`config.mk`:
```
export PLATFORM = sky130hd
export DESIGN_NAME = a1p_issue_sequencer
export DESIGN_NICKNAME = d
export VERILOG_FILES = /design/src/rtl/a1p_issue_sequencer.sv
export SDC_FILE = /design/constraint.sdc
export NUM_CORES = 1
export LEC_CHECK = 0
export ABC_AREA = 1
export ABC_CLOCK_PERIOD_IN_PS = 1700
export BUFFER_PORTS_ARGS = -buffer_cell sky130_fd_sc_hd__buf_2
export CELL_PAD_IN_SITES_DETAIL_PLACEMENT = 1
export CELL_PAD_IN_SITES_GLOBAL_PLACEMENT = 2
export CORE_MARGIN = 1
export CORE_UTILIZATION = 29
export CTS_CLUSTER_SIZE = 12
export DETAILED_ROUTE_END_ITERATION = 6
export GPL_TIMING_DRIVEN = 0
export PLACE_DENSITY = 0.82
export SETUP_SLACK_MARGIN = 0.5
export SYNTH_ARGS = -nofsm -noshare
export SYNTH_HDL_FRONTEND = slang
export SYNTH_SLANG_ARGS = --single-unit
```
`constraint.sdc`:
```
create_clock -name Clk -period 1.7 [get_ports Clk]
set_input_delay 0.085 -clock Clk [delete_from_list [all_inputs] [get_ports Clk]]
set_output_delay 0.085 -clock Clk [all_outputs]
set_load 0.005 [all_outputs]
```
`src/rtl/a1p_issue_sequencer.sv`:
```
// Issue controller for the pipelined datapath: streams element indices 0..LAST into the
// pipeline head, tracks them through DEPTH free-running stages and pulses Done at the end.
module a1p_issue_sequencer #(
    parameter int COUNT_W = 6,
    parameter int LAST    = 63,
    parameter int DEPTH   = 3
) (
    input  logic               Clk,
    input  logic               Rst_n,
    input  logic               Start,
    input  logic               Stall,
    input  logic               Abort,
    output logic [COUNT_W-1:0] Count,
    output logic               C_EX,
    output logic               OutVld,
    output logic               Busy,
    output logic               Done,
    output logic [1:0]         Dbg_state
);

    // Handshake: C_EX is a pure valid qualifying Count; the pipeline has no ready/backpressure,
    // so every cycle with C_EX=1 transfers exactly one element, and OutVld marks it at the tail.
    typedef enum logic [1:0] {
        IDLE  = 2'd0,
        ISSUE = 2'd1,
        DRAIN = 2'd2,
        DONE  = 2'd3
    } state_t;

    localparam logic [COUNT_W-1:0] LAST_C = COUNT_W'(LAST);

    state_t             state_q;
    state_t             state_d;
    logic [COUNT_W-1:0] count_d;
    logic               cex_d;
    logic [DEPTH-1:0]   vld_sr;
    logic [DEPTH-1:0]   vld_d;
    logic               at_last;
    logic               pipe_clear;

    assign at_last    = C_EX && (Count == LAST_C);
    // Only the final stage may still hold the last element when DRAIN hands over to DONE.
    assign pipe_clear = (vld_sr[DEPTH-2:0] == '0);

    always_comb begin
        state_d = state_q;
        count_d = Count;
        cex_d   = 1'b0;
        if (Abort) begin
            state_d = IDLE;
            count_d = '0;
        end else begin
            case (state_q)
                IDLE: begin
                    count_d = '0;
                    if (Start) begin
                        state_d = ISSUE;
                        cex_d   = 1'b1;
                    end
                end
                ISSUE: begin
                    if (at_last) begin
                        state_d = DRAIN;
                    end else begin
                        cex_d = !Stall;
                        if (C_EX) begin
                            count_d = Count + COUNT_W'(1);
                        end
                    end
                end
                DRAIN: begin
                    if (pipe_clear) begin
                        state_d = DONE;
                    end
                end
                DONE: begin
                    state_d = IDLE;
                    count_d = '0;
                end
                default: begin
                    state_d = IDLE;
                    count_d = '0;
                end
            endcase
        end
    end

    always_comb begin
        vld_d = {vld_sr[DEPTH-2:0], C_EX};
        if (Abort) begin
            vld_d = '0;
        end
    end

    always_ff @(posedge Clk or negedge Rst_n) begin
        if (!Rst_n) begin
            state_q <= IDLE;
            Count   <= '0;
            C_EX    <= 1'b0;
            vld_sr  <= '0;
        end else begin
            state_q <= state_d;
            Count   <= count_d;
            C_EX    <= cex_d;
            vld_sr  <= vld_d;
        end
    end

    assign OutVld    = vld_sr[DEPTH-1];
    assign Busy      = (state_q != IDLE);
    assign Done      = (state_q == DONE);
    assign Dbg_state = state_q;

endmodule

```
==> results of run 1 <==
stage by stage:
stage,instance area [um2],setup WS (ps)
2_1_floorplan,803,470
3_5_place_dp,921,310
5_1_grt,1070,341
3_3_place_gp,921,356
4_1_cts,1040,415
6_report,1070,398
per-layer routing:
metal  routed length (um)  track usage [%]  up-vias
met4                    0             6.58        0
met5                    0                0        -
met1                  843             18.4      324
li1                     -                -      358
met2                 1030             28.3       18
met3                   61             3.48        0
final timing paths:
path,endpoint,slack [ps],cells past startpoint
max,Count[3],400,7
min,C_EX,90,3
max reg2reg,Count[3],400,7
min reg2reg,vld_sr[2],490,2
max in group asynchronous,Count[1],1230,2
min in group asynchronous,Count[2],220,2
power groups by stage:
stage | clock, mW | combinational [mW] | sequential, mW
3_5_place_dp | 0 | 0.517 | 0.407
3_3_place_gp | 0 | 0.508 | 0.406
4_1_cts | 0.192 | 0.657 | 0.384
6_report | 0.183 | 0.683 | 0.387
2_1_floorplan | 0 | 0.368 | 0.399
5_1_grt | 0.211 | 0.762 | 0.393
area by class of cell:
type,count,area [um2]
clock buffer,4,26.3
multi-input combinational,72,500
tap,30,37.5
inverter,12,52.6
timing repair buffer,25,150
fill,307,1380
sequential,12,305
placed cells by master, fill, tap and decap left out, types with 2 or more instances in the layout:
cell / synthesis / routed
buf_2: 0 / 16
buf_4: 0 / 8
clkbuf_4: 0 / 3
dfrtp_1: 12 / 8
dfrtp_2: 0 / 4
ha_1: 6 / 3
ha_4: 0 / 3
inv_1: 10 / 5
inv_2: 2 / 4
inv_4: 0 / 3
nand2_1: 29 / 22
nand2_2: 1 / 7
nand2_4: 2 / 2
nand3_1: 7 / 6
nor2_1: 14 / 13
nor2_4: 0 / 2
worst min-delay path, cell delays in order:
cell     delay [ps]
buf_2            80
a22oi_1          70
nor2_1           80
registers in the layout, indices dropped and copies added (netlist names):
signal / count
C_EX: 1
Dbg_state: 2
Count: 6
vld_sr: 3
logic make-up after synthesis:
family | count (synthesis)
and+or+nand+nor | 58
buffers and inverters | 12
DFF | 12
AOI/OAI and AO/OA | 6
adders and majority gates | 6
xor gates and xnor gates | 2
synth_stat cells:
cell type,instances,area (um2)
nand2_1,29,109
nor2_1,14,52.6
dfrtp_1,12,300
inv_1,10,37.5
nand3_1,7,35.0
ha_1,6,75.1
a21oi_1,2,10.0
inv_2,2,7.51
nand2_4,2,22.5
nor2_2,2,12.5
a22oi_1,1,7.51
nand2_2,1,6.26
nand3_2,1,10.0
nand3b_1,1,7.51
nand4_1,1,6.26
o21ai_0,1,5.00
o21bai_1,1,7.51
o21bai_4,1,18.8
xnor2_1,1,8.76
xor2_1,1,8.76
repair_timing:
item | 4_1_cts | 5_1_grt
buffers inserted | 8 | 0
pin swaps | 10 | 6
hold endpoints to repair | 12 | 0
hold buffers | 1 | 0
setup endpoints to repair | 10 | 11
gates cloned | 0 | 0
gates resized for setup | 11 | 9
==> results.sh, run 1 <==
export IMPL_worstPathRequired_ps=1910
export IMPL_end_kind="flip-flop"
export IMPL_dieWidth_um=52.8
export IMPL_fin_nets=137
export IMPL_synth_compound_area_share_pct=6.52
export IMPL_p_leak_nw=0.529
export IMPL_critPathKind="flip-flop to flip-flop"
export IMPL_yosys_area_share_simple_pct=34.9
export IMPL_slew_limit_headroom_pct=80.1
export IMPL_post_route_period_util_pct=76.6
export IMPL_synthMuxAreaShare_pct=0
export IMPL_tns_ps=0
export IMPL_grt_max_degree=13
export IMPL_violations="DRC"
export IMPL_cts_sinks=12
export IMPL_clockBufferDepth=2
export IMPL_fp_dieH_um=52.8
export IMPL_core_um2=2450
export IMPL_worst_endpoint_arrival_ps=1520
export IMPL_wl_per_cell_um=12.5
export IMPL_slew_viol_final=0
export IMPL_ant_nets=0
export IMPL_slowest_delay_ps=430
export IMPL_cts_buffers=3
export IMPL_area_growth_pct=43.3
export IMPL_cp_num_buf_inv=2
export IMPL_ys_types=20
export IMPL_rsz0062_at_grt="true"
export IMPL_setup_violations=0
export IMPL_path_delay_family="flip-flops"
export IMPL_drt_iter0_markers=3
export IMPL_cts_root_buf="clkbuf_4"
export IMPL_ir_drop_mv=0.623
export IMPL_start_util_pct=30.5
export IMPL_clkTransAtPathRegs_ps=70
export IMPL_grt_pass1_vias=730
export IMPL_slowest_stage="dfrtp_2"
export IMPL_p_sw_uw=515
export IMPL_instances_no_fill=155
export IMPL_p_sw_share_pct=41.2
export IMPL_crit_start="Dbg_state[0]"
export IMPL_drive_gt1_share_pct=46.4
export IMPL_portBuffers=16
export IMPL_p_comb_share_pct=54.5
export IMPL_drt_total_wl_mm=1.94
export IMPL_die_area_um2=2790
export IMPL_finalHoldViolCount=0
export IMPL_seqPwrFrac_pct=30.9
export IMPL_place_inst=142
export IMPL_netlist_area_um2=748
export IMPL_synth_cells=96
export IMPL_antenna_found_initial=0
export IMPL_power_mw=1.25
export IMPL_synth_xor_area_share_pct=2.34
export IMPL_first_pass_iters=7
export IMPL_crit_fanout=4
export IMPL_gr_total_overflow=0
export IMPL_cts_tree="built"
export IMPL_status="finished, violations left"
export IMPL_grt_pass1_wl_mm=3.15
export IMPL_syn_nets=107
export IMPL_via_per_inst=4.52
export IMPL_max_freq_mhz=768
export IMPL_fin_util_pct=43.7
export IMPL_clk_latency_ps=270
export IMPL_vias=700
export IMPL_min_period_ps=1300
export IMPL_diodes=0
export IMPL_grt_usage_pct=16.0
export IMPL_dp_hpwl_mm=1.42
export IMPL_ys_ff_latch=12
export IMPL_regToRegStartpoint="Dbg_state[0]"
export IMPL_finClkSkew_ps=0.809
export IMPL_worst_slew_pin_slew_ps=298
export IMPL_crit_chain="inv_4, ha_4, nand2_4, buf_4, nor2_1, nand3_2, nand2_2"
export IMPL_synthAdderAreaFrac_pct=10.0
export IMPL_h_tree_depth=1
export IMPL_power_report_internal_total_uw=737
export IMPL_hp_start="Start"
export IMPL_synth_top_family_by_area="simple AND/OR/NAND/NOR gates"
export IMPL_drc=2
export IMPL_crit_path_start_kind="flip-flop"
export IMPL_hold_class="input port to flip-flop"
export IMPL_place_gp_congestion=0.707
export IMPL_cellPowerDensity_nw_per_um2=1170
export IMPL_rows=18
export IMPL_yosysSeqAreaShare_pct=40.1
export IMPL_syn_avg_cell_area_um2=7.79
export IMPL_clockPowerShare_pct=14.6
export IMPL_ys_warn_count=0
export IMPL_ios=17
export IMPL_hold_slack_ps=88.1
export IMPL_cap_violations=0
Note: power is estimated with default switching activity, not from simulation.
==> run 2: changes to the inputs <==
- ABC_CLOCK_PERIOD_IN_PS: 1700 -> 1200
- clock period: 1.7 -> 1.2 ns (I/O delays scaled with it)
==> results.sh, run 2 (synthesized netlist as in run 1, its figures left out) <==
export IMPL_rsz0062_at_grt="true"
export IMPL_core_um2=2450
export IMPL_clk_latency_ps=270
export IMPL_crit_path_start_kind="flip-flop"
export IMPL_end_kind="flip-flop"
export IMPL_die_area_um2=2790
export IMPL_finalHoldViolCount=0
export IMPL_placed_cell_area_um2=932
export IMPL_fin_area_um2=1120
export IMPL_place_gp_congestion=0.766
export IMPL_worst_endpoint_arrival_ps=1480
export IMPL_slew_limit_headroom_pct=80.9
export IMPL_fillCellCount=308
export IMPL_regArea_um2=309
export IMPL_drt_total_wl_mm=1.93
export IMPL_cts_buffers=3
export IMPL_p_comb_share_pct=54.2
export IMPL_antenna_found_initial=0
export IMPL_p_leak_nw=0.546
export IMPL_ir_drop_mv=0.995
export IMPL_crit_chain="inv_4, ha_4, nand2_4, nor2_4, inv_4, nand2_4, nand2_1, nand2_1"
export IMPL_via_per_inst=4.60
export IMPL_slowest_delay_ps=410
export IMPL_cellPowerDensity_nw_per_um2=1710
export IMPL_max_freq_mhz=785
export IMPL_wl_per_cell_um=12.3
export IMPL_seqPwrFrac_pct=28.6
export IMPL_post_route_period_util_pct=106
export IMPL_status="finished, violations left"
export IMPL_worstPathRequired_ps=1410
export IMPL_hold_class="input port to flip-flop"
export IMPL_setup_violations=9
export IMPL_diodes=0
export IMPL_cts_tree="built"
export IMPL_portBuffers=16
export IMPL_critPathKind="flip-flop to flip-flop"
export IMPL_grt_pass1_wl_mm=3.11
export IMPL_gr_total_overflow=0
export IMPL_cp_num_buf_inv=2
export IMPL_h_tree_depth=1
export IMPL_slowest_stage="dfrtp_2"
export IMPL_tns_ps=-431
export IMPL_start_util_pct=30.5
export IMPL_power_report_internal_total_mw=1.17
export IMPL_ant_nets=0
export IMPL_multi_input_area_um2=479
export IMPL_layout_commonest_cell="nand2_1"
export IMPL_worst_slew_pin_slew_ps=286
export IMPL_vias=722
export IMPL_fin_nets=139
export IMPL_crit_fanout=6
export IMPL_cap_violations=0
export IMPL_power_mw=1.90
export IMPL_worst_slack_ps=-74.6
export IMPL_cts_sinks=12
export IMPL_path_delay_family="flip-flops"
export IMPL_drt_iter0_markers=4
export IMPL_grt_max_degree=13
export IMPL_min_period_ps=1270
export IMPL_area_growth_pct=49.2
export IMPL_regMostFlops="Count"
export IMPL_dp_hpwl_mm=1.46
export IMPL_largest_reg_flops=6
export IMPL_p_sw_uw=734
export IMPL_cts_root_buf="clkbuf_4"
export IMPL_final_cell_mix="nand2_1, nor2_1, buf_2"
export IMPL_grt_pass1_vias=676
export IMPL_fp_dieH_um=52.8
export IMPL_dieWidth_um=52.8
export IMPL_p_sw_share_pct=38.6
export IMPL_first_pass_iters=2
export IMPL_drc=0
export IMPL_slew_viol_final=0
export IMPL_violations="setup timing"
export IMPL_rows=18
export IMPL_grt_usage_pct=16.1
export IMPL_drive_gt1_share_pct=46.5
export IMPL_clkTransAtPathRegs_ps=80
export IMPL_clockBufferDepth=2
export IMPL_clockPowerShare_pct=17.2
export IMPL_finClkSkew_ps=2.17
export IMPL_ios=17
[run 2: layout make-up]
cell class | count | share of cell area [%]
well taps | 30 | 3.36
multi-input cells | 72 | 42.9
flip-flops and latches | 12 | 27.7
clock buffers | 4 | 3.25
inverters | 12 | 4.71
repair buffers | 27 | 18.0
[run 2: worst paths after layout]
| kind | start | end | slack [ps] | cells past startpoint |
|---|---|---|---|---|
| setup / recovery | Dbg_state[1] | Count[4] | -70 | 8 |
| hold / removal | Abort | vld_sr[0] | 70 | 2 |
| setup reg to reg | Dbg_state[1] | Count[4] | -70 | 8 |
| hold reg to reg | vld_sr[1] | vld_sr[2] | 490 | 2 |
| max in group asynchronous | Rst_n | Dbg_state[1] | 770 | 2 |
| min in group asynchronous | Rst_n | vld_sr[2] | 190 | 2 |
[run 2: worst register-to-register path, stage by stage (launching register included)]
cell and delay, ps:
dfrtp_2 410, inv_4 60, ha_4 270, nand2_4 70, nor2_4 130, inv_4 70, nand2_4 80, nand2_1 60
nand2_1 60
[run 2: metal layers]
layer / wire, um / global-route usage [%] / up-vias
met5: 0 / 0 / -
met4: 44 / 9.21 / 0
met3: 36 / 1.74 / 4
met2: 997 / 28.7 / 16
met1: 848 / 18.2 / 342
li1: - / - / 360
[run 2: through the flow]
stage	hold WS (ps)	setup WS, ps	instances	utilization (%)
2_1_floorplan	-236	-28.8	96	-
3_3_place_gp	-43.5	-151	142	38.0
3_5_place_dp	-40.2	-171	142	38.0
4_1_cts	68.5	-84.6	154	43.5
5_1_grt	65.5	-161	157	45.5
6_report	68.6	-74.6	157	45.5
[run 2: repair_timing]
item | 4_1_cts | 5_1_grt
pin swaps | 5 | 2
buffers inserted | 7 | 3
hold endpoints to repair | 12 | 0
hold buffers | 1 | 0
setup endpoints to repair | 21 | 21
gates resized for setup | 13 | 7
[run 2: power groups by stage]
stage          clock (mW)  combinational (mW)  sequential, mW
3_5_place_dp            0               0.741           0.584
3_3_place_gp            0               0.736           0.574
2_1_floorplan           0               0.539           0.567
5_1_grt             0.356                1.13           0.553
4_1_cts             0.337               0.973           0.546
6_report            0.328                1.03           0.544
